[src/rtl/puf_challenge_scheduler_if.sv]
// -----------------------------------------------------------------------------
// puf_challenge_scheduler_if
//   Challenge request / response channels between the cipher control logic
//   (master) and the PUF challenge scheduler (slave).
//
//   Signals
//     req_valid  master->slave  challenge request valid
//     req_ready  slave->master  scheduler can accept a challenge
//     req_chal   master->slave  challenge (base RO index)
//     rsp_valid  slave->master  response valid, held until accepted
//     rsp_ready  master->slave  response consumer ready
//     rsp_data   slave->master  response bits
//     rsp_tie    slave->master  at least one compare saw equal counts
// -----------------------------------------------------------------------------
interface puf_challenge_scheduler_if #(
   parameter int unsigned NUM_RO    = 16,
   parameter int unsigned RESP_BITS = 8
);

   logic                      req_valid;
   logic                      req_ready;
   logic [$clog2(NUM_RO)-1:0] req_chal;
   logic                      rsp_valid;
   logic                      rsp_ready;
   logic [RESP_BITS-1:0]      rsp_data;
   logic                      rsp_tie;

   modport master (
      output req_valid,
      output req_chal,
      output rsp_ready,
      input  req_ready,
      input  rsp_valid,
      input  rsp_data,
      input  rsp_tie
   );

   modport slave (
      input  req_valid,
      input  req_chal,
      input  rsp_ready,
      output req_ready,
      output rsp_valid,
      output rsp_data,
      output rsp_tie
   );

endinterface

[src/rtl/puf_challenge_scheduler.sv]
// -----------------------------------------------------------------------------
// puf_challenge_scheduler
//   Sequencer for the ring-oscillator PUF array. A challenge accepted on the
//   request channel selects a base RO index; for each response bit the block
//   clears the RO counters, lets them count for WINDOW cycles, then compares
//   the counts of an adjacent RO pair. The collected bits are returned on the
//   response channel and held until accepted.
//
//   Ports
//     clock       single clock, all logic on posedge
//     reset_n     asynchronous active-low reset
//     bus         request/response channels (slave side)
//     abort       synchronous cancel of an in-flight measurement
//     ro_clear    one-cycle clear pulse to the RO counter bank
//     ro_enable   RO counters may increment
//     ro_sel_a/b  compared RO pair
//     ro_count_a/b  counts of the selected pair
//     busy        scheduler not idle
//
//   Optional feature macro: PUF_MAJORITY_VOTE_EN
//     When defined, each bit is measured three times on the same pair and the
//     bit is the majority of the three compares. Otherwise one measurement per
//     bit and no vote logic.
// -----------------------------------------------------------------------------
module puf_challenge_scheduler #(
   parameter int unsigned NUM_RO    = 16,
   parameter int unsigned CNT_W     = 8,
   parameter int unsigned WINDOW    = 64,
   parameter int unsigned RESP_BITS = 8
) (
   input  logic                      clock,
   input  logic                      reset_n,
   puf_challenge_scheduler_if.slave  bus,
   input  logic                      abort,
   output logic                      ro_clear,
   output logic                      ro_enable,
   output logic [$clog2(NUM_RO)-1:0] ro_sel_a,
   output logic [$clog2(NUM_RO)-1:0] ro_sel_b,
   input  logic [CNT_W-1:0]          ro_count_a,
   input  logic [CNT_W-1:0]          ro_count_b,
   output logic                      busy
);

   localparam int unsigned IDX_W = $clog2(NUM_RO);
   localparam int unsigned WIN_W = (WINDOW > 1) ? $clog2(WINDOW) : 1;
   localparam int unsigned BIT_W = (RESP_BITS > 1) ? $clog2(RESP_BITS) : 1;

   typedef enum logic [2:0] {
      StIdle,
      StClear,
      StCount,
      StCompare,
      StDone
   } state_e;

   state_e               state_q;
   logic [IDX_W-1:0]     ro_sel_a_q;
   logic [IDX_W-1:0]     ro_sel_b_q;
   logic [WIN_W-1:0]     win_q;
   logic [BIT_W-1:0]     bit_idx_q;
   logic [RESP_BITS-1:0] rsp_data_q;
   logic                 rsp_tie_q;
   logic                 rsp_valid_q;
   logic                 ro_clear_q;
   logic                 ro_enable_q;
   logic                 busy_q;

   // Result of the current compare
   logic meas_bit;
   logic meas_tie;
   // Whether this compare completes the bit, and the bit value it yields
   logic bit_done;
   logic bit_val;
   logic last_bit;

   assign meas_bit = (ro_count_a > ro_count_b);
   assign meas_tie = (ro_count_a == ro_count_b);
   assign last_bit = (bit_idx_q == BIT_W'(RESP_BITS - 1));

`ifdef PUF_MAJORITY_VOTE_EN
   logic [1:0] vote_cnt_q;
   logic [1:0] vote_ones_q;
   logic [2:0] vote_total;

   assign vote_total = {1'b0, vote_ones_q} + {2'b00, meas_bit};
   assign bit_done   = (vote_cnt_q == 2'd2);
   assign bit_val    = (vote_total >= 3'd2);
`else
   assign bit_done = 1'b1;
   assign bit_val  = meas_bit;
`endif

   always_ff @(posedge clock or negedge reset_n) begin
      if (!reset_n) begin
         state_q     <= StIdle;
         ro_sel_a_q  <= '0;
         ro_sel_b_q  <= '0;
         win_q       <= '0;
         bit_idx_q   <= '0;
         rsp_data_q  <= '0;
         rsp_tie_q   <= 1'b0;
         rsp_valid_q <= 1'b0;
         ro_clear_q  <= 1'b0;
         ro_enable_q <= 1'b0;
         busy_q      <= 1'b0;
`ifdef PUF_MAJORITY_VOTE_EN
         vote_cnt_q  <= '0;
         vote_ones_q <= '0;
`endif
      end else begin
         unique case (state_q)
            StIdle: begin
               // req_ready is high whenever we are idle and out of reset
               if (bus.req_valid) begin
                  state_q    <= StClear;
                  ro_sel_a_q <= bus.req_chal;
                  ro_sel_b_q <= bus.req_chal + IDX_W'(1);
                  bit_idx_q  <= '0;
                  rsp_data_q <= '0;
                  rsp_tie_q  <= 1'b0;
                  ro_clear_q <= 1'b1;
                  busy_q     <= 1'b1;
`ifdef PUF_MAJORITY_VOTE_EN
                  vote_cnt_q  <= '0;
                  vote_ones_q <= '0;
`endif
               end
            end

            StClear: begin
               ro_clear_q <= 1'b0;
               if (abort) begin
                  state_q <= StIdle;
                  busy_q  <= 1'b0;
               end else begin
                  state_q     <= StCount;
                  win_q       <= '0;
                  ro_enable_q <= 1'b1;
               end
            end

            StCount: begin
               if (abort) begin
                  state_q     <= StIdle;
                  ro_enable_q <= 1'b0;
                  busy_q      <= 1'b0;
               end else if (win_q == WIN_W'(WINDOW - 1)) begin
                  state_q     <= StCompare;
                  ro_enable_q <= 1'b0;
               end else begin
                  win_q <= win_q + WIN_W'(1);
               end
            end

            StCompare: begin
               if (abort) begin
                  state_q <= StIdle;
                  busy_q  <= 1'b0;
               end else begin
                  rsp_tie_q <= rsp_tie_q | meas_tie;
                  if (bit_done) begin
                     rsp_data_q[bit_idx_q] <= bit_val;
`ifdef PUF_MAJORITY_VOTE_EN
                     vote_cnt_q  <= '0;
                     vote_ones_q <= '0;
`endif
                     if (last_bit) begin
                        state_q     <= StDone;
                        rsp_valid_q <= 1'b1;
                     end else begin
                        state_q    <= StClear;
                        ro_clear_q <= 1'b1;
                        bit_idx_q  <= bit_idx_q + BIT_W'(1);
                        // Pairs advance by two; the index width makes this wrap
                        ro_sel_a_q <= ro_sel_a_q + IDX_W'(2);
                        ro_sel_b_q <= ro_sel_b_q + IDX_W'(2);
                     end
                  end else begin
`ifdef PUF_MAJORITY_VOTE_EN
                     vote_cnt_q  <= vote_cnt_q + 2'd1;
                     vote_ones_q <= vote_ones_q + {1'b0, meas_bit};
`endif
                     // Repeat the measurement on the same pair
                     state_q    <= StClear;
                     ro_clear_q <= 1'b1;
                  end
               end
            end

            StDone: begin
               if (bus.rsp_ready) begin
                  state_q     <= StIdle;
                  rsp_valid_q <= 1'b0;
                  busy_q      <= 1'b0;
               end
            end

            default: begin
               state_q     <= StIdle;
               rsp_valid_q <= 1'b0;
               ro_clear_q  <= 1'b0;
               ro_enable_q <= 1'b0;
               busy_q      <= 1'b0;
            end
         endcase
      end
   end

   // reset_n term forces req_ready low while reset is asserted
   assign bus.req_ready = (state_q == StIdle) && reset_n;
   assign bus.rsp_valid = rsp_valid_q;
   assign bus.rsp_data  = rsp_data_q;
   assign bus.rsp_tie   = rsp_tie_q;
   assign ro_clear      = ro_clear_q;
   assign ro_enable     = ro_enable_q;
   assign ro_sel_a      = ro_sel_a_q;
   assign ro_sel_b      = ro_sel_b_q;
   assign busy          = busy_q;

endmodule
[src/flat_wrapper.sv]
// flat-port wrapper written by rule: the top's interface ports become plain ports
module puf_challenge_scheduler_flat 
#(
   parameter int unsigned NUM_RO    = 16,
   parameter int unsigned CNT_W     = 8,
   parameter int unsigned WINDOW    = 64,
   parameter int unsigned RESP_BITS = 8
)
  (clock, reset_n, abort, ro_clear, ro_enable, ro_sel_a, ro_sel_b, ro_count_a, ro_count_b, busy, bus_req_valid, bus_req_chal, bus_rsp_ready, bus_req_ready, bus_rsp_valid, bus_rsp_data, bus_rsp_tie);
  puf_challenge_scheduler_if #(.NUM_RO(NUM_RO), .RESP_BITS(RESP_BITS)) bus_i ();
  input  logic clock;
  input  logic reset_n;
  input  logic abort;
  output logic ro_clear;
  output logic ro_enable;
  output logic [$clog2(NUM_RO)-1:0] ro_sel_a;
  output logic [$clog2(NUM_RO)-1:0] ro_sel_b;
  input  logic [CNT_W-1:0] ro_count_a;
  input  logic [CNT_W-1:0] ro_count_b;
  output logic busy;
  input wire logic [$bits(bus_i.req_valid)-1:0] bus_req_valid;
  input wire logic [$bits(bus_i.req_chal)-1:0] bus_req_chal;
  input wire logic [$bits(bus_i.rsp_ready)-1:0] bus_rsp_ready;
  output wire logic [$bits(bus_i.req_ready)-1:0] bus_req_ready;
  output wire logic [$bits(bus_i.rsp_valid)-1:0] bus_rsp_valid;
  output wire logic [$bits(bus_i.rsp_data)-1:0] bus_rsp_data;
  output wire logic [$bits(bus_i.rsp_tie)-1:0] bus_rsp_tie;
  assign bus_i.req_valid = bus_req_valid;
  assign bus_i.req_chal = bus_req_chal;
  assign bus_i.rsp_ready = bus_rsp_ready;
  assign bus_req_ready = bus_i.req_ready;
  assign bus_rsp_valid = bus_i.rsp_valid;
  assign bus_rsp_data = bus_i.rsp_data;
  assign bus_rsp_tie = bus_i.rsp_tie;
  puf_challenge_scheduler #(.NUM_RO(NUM_RO), .CNT_W(CNT_W), .WINDOW(WINDOW), .RESP_BITS(RESP_BITS)) u_core (.clock(clock), .reset_n(reset_n), .bus(bus_i), .abort(abort), .ro_clear(ro_clear), .ro_enable(ro_enable), .ro_sel_a(ro_sel_a), .ro_sel_b(ro_sel_b), .ro_count_a(ro_count_a), .ro_count_b(ro_count_b), .busy(busy));
endmodule
[config.mk]
export PLATFORM = sky130hd
export DESIGN_NAME = puf_challenge_scheduler_flat
export DESIGN_NICKNAME = d
export VERILOG_FILES = /design/src/rtl/puf_challenge_scheduler_if.sv /design/src/rtl/puf_challenge_scheduler.sv /design/src/flat_wrapper.sv
export SDC_FILE = /design/constraint.sdc
export NUM_CORES = 1
export LEC_CHECK = 0
export ABC_AREA = 1
export CAP_MARGIN = 20
export CORE_UTILIZATION = 45
export CTS_CLUSTER_DIAMETER = 50
export DETAILED_ROUTE_END_ITERATION = 6
export PLACE_DENSITY = 0.8
export REMOVE_ABC_BUFFERS = 1
export SKIP_LAST_GASP = 1
export SLEW_MARGIN = 20
export SYNTH_ARGS = -nofsm -noshare
export SYNTH_HDL_FRONTEND = slang
export SYNTH_SLANG_ARGS = --single-unit
[constraint.sdc]
create_clock -name clock -period 1.42 [get_ports clock]
set_clock_uncertainty 0.15 [all_clocks]
set_input_delay 0.284 -clock clock [delete_from_list [all_inputs] [get_ports clock]]
set_output_delay 0.284 -clock clock [all_outputs]
set_load 0.05 [all_outputs]
==> impl_metrics.ini <==
[status]
status = finished, violations left
violations = setup timing

[clock_tree]
clockRootBuffer = clkbuf_8
clk_latency_ns = 0.30
clockBufferDepth = 2
clock-sinks = 33
hold_buffers = 0
htree_levels = 2
clkSlewWorstSetupHoldPaths_ns = 0.08
cts_tree = built
cts_buffers = 5

[critical_path]
arrival_ns = 1.38
start_kind = flop
critical_path.max_stage_delay_ns = 0.43
timing.rr.start = u_core.state_q[1]
regToRegSetupSlack_ns = -0.39
slowest_stage = dfrtp_1
critPathKind = flop to output port
r2r-end = u_core.bus.rsp_data[3]
critPathCaptureType = output port
path_cells = inv_2 -> nand2_4 -> nor2_4 -> inv_2 -> nor2_4 -> buf_12
crit_required_ns = 0.99
cp_max_fo = 2
reg2regPathDepth = 9

[global_routing]
grt.overflow.total = 0
grt_pass1_wl_um = 11600
grt_max_degree = 34
grt_pass1_vias = 2452
grt_usage = 0.309
antenna_found_initial = 0

[synthesis]
synth.distinct_cells = 26
yosys_warnings = 0
synth_top_cell_by_area = dfrtp_1
syn_area_per_cell_um2 = 7.42
synth.top_cells.by_area = dfrtp_1, nand2_1, ha_1
netlist_instances = 273
netlist.area_leader.share = 0.407
syn_area_um2 = 2030
ys_seq_elements = 33
ys_seq_area_frac = 0.407

[power]
leakage_nw = 1.86
power_density_nw_per_um2 = 1850
power_mw = 6.82
vdd.ir_drop.worst_uv = 1220

[placed_design]
gp_congestion = 0.874
hpwlAfterDp_um = 3940
port_buffers = 46

[routing]
wl_per_cell_um = 20.0
first_iter_violations = 369
routed_wirelength_um = 8730
detail_route.first_pass.iterations = 5
drc = 0
ant_nets = 0
via_per_inst = 5.89
via_count = 2568

[floorplan]
die_area_um2 = 4780
pin_count = 47
rows = 24
initial_core_util = 0.466
core_um2 = 4350
die_h_um = 69.1
die_w_um = 69.1

[sta]
totalNegativeSetupSlack_ns = -7.91
min_period_over_period = 1.28
layout_setup_ws_ns = -0.393
timing.slew.headroom = 0.700
tightest_slew_ns = 0.450
drv_slew = 0
setup_violations = 34
fmax_ghz = 0.552
hold_slack_ns = 0.277
rsz0062_at_grt = yes
hold_violations = 0
period_needed_ns = 1.81

[final_layout]
antenna_cells = 0
drive_gt1_frac = 0.414
area_growth_pct = 81.5
nets = 422

[job]
cap_viol_max_count = 0

[min_path]
hp-class = primary input to asynchronous set/reset pin
where the power goes:
group / switching (mW) / internal, mW
clock: 0.393 / 0.698
sequential: 0.278 / 1.17
combinational: 2.35 / 1.93
synthesized netlist by cell type, drive strengths merged:
cell / n
nand4: 3
xnor2: 1
o31ai: 1
dfrtp: 33
buf: 2
nor3: 4
a21oi: 3
o21ai: 17
inv: 35
or2: 1
xor2: 4
nand3: 26
ha: 14
nand2: 93
nand3b: 1
nor2: 34
a21o: 1
sequential cells by signal, indices dropped and copies added, names as in the netlist:
| register | flops |
|---|---|
| u_core.state_q | 3 |
| u_core.ro_enable | 1 |
| u_core.bit_idx_q | 3 |
| u_core.ro_clear | 1 |
| u_core.bus.rsp_tie | 1 |
| u_core.win_q | 6 |
| u_core.ro_sel_a | 4 |
| u_core.bus.rsp_data | 8 |
| u_core.bus.rsp_valid | 1 |
| u_core.ro_sel_b | 4 |
| u_core.busy | 1 |
worst max-delay path by stage:
stage / cells past startpoint / from / to / slack [ns]
after detailed placement: 10 / ro_count_b[7] / u_core.bus.rsp_tie / -0.56
after global routing: 9 / u_core.state_q[1] / u_core.bus.rsp_data[3] / -0.41
after global placement: 9 / ro_count_b[5] / u_core.bus.rsp_data[1] / -0.52
after floorplan: 5 / u_core.state_q[1] / bus_req_ready / -0.40
after CTS: 6 / u_core.state_q[0] / bus_req_ready / -0.27
final: 6 / u_core.state_q[1] / bus_req_ready / -0.39
logic make-up (layout without fill, tap and decap cells):
family / Yosys count / after routing / share of synthesized area
and+or+nand+nor: 162 / 163 / 0.356
buffers and inverters: 37 / 147 / 0.0698
DFF: 33 / 33 / 0.407
AOI/OAI and AO/OA: 22 / 22 / 0.0586
adders and majority gates: 14 / 14 / 0.0864
xor gates and xnor gates: 5 / 5 / 0.0216
critical path, delay by kind of cell, from the launching register on:
kind                   cells  cell delay (ns)
DFF                        1             0.43
buffers and inverters      3             0.34
and+or+nand+nor            3             0.29
per-layer routing:
layer	vias up	part of all wire	track usage
met5	-	0	0
met1	1234	0.36	0.360
met2	200	0.49	0.517
met4	0	0.061	0.159
li1	1080	-	-
met3	54	0.091	0.0848
per-stage QoR:
stage	setup WS, ns	util	instances	instance area, um2
6_report	-0.393	0.845	436	3680
3_3_place_gp	-0.519	0.695	404	3030
4_1_cts	-0.270	0.799	425	3480
3_5_place_dp	-0.559	0.695	404	3030
2_1_floorplan	-0.405	-	271	2020
5_1_grt	-0.411	0.845	436	3680
cell usage in the layout (no fill, tap or decap), types with 2 or more instances in the layout:
master           Yosys  final
inv_2                6     12
nand3_4              1      4
buf_4                0     46
o21ai_1              4      7
buf_6                0     11
clkdlybuf4s15_1      0      4
inv_1               29     21
nor3_1               4      2
o21ai_0             12      8
nand2_1             86     71
ha_1                14      8
nor2_4               2     10
a21oi_1              3      3
bufinv_16            0      2
nand3_2              2      3
nor2_2               1      4
clkdlybuf4s50_1      0      8
dlygate4sd2_1        0     11
clkbuf_8             0      5
nand3_1             23     19
nand4_1              3      3
nand2_2              6     13
ha_4                 0      6
buf_12               0     22
nor2_1              31     21
xor2_1               4      4
nand2_4              1      8
dfrtp_1             33     32
final cells by class:
| type | count | area (um2) |
|---|---|---|
| timing repair buffer | 104 | 1140 |
| inverter | 35 | 140 |
| sequential | 33 | 827 |
| multi-input combinational | 204 | 1370 |
| clock inverter | 3 | 65.1 |
| clock buffer | 5 | 68.8 |
| tap | 52 | 65.1 |
| fill | 200 | 676 |
timing repair:
action	4_1_cts	5_1_grt
gates resized for setup	83	31
setup endpoints to repair	30	36
pin swaps	32	15
setup buffers	10	13
gates cloned	3	0
Power figures use the tool's default switching activity.
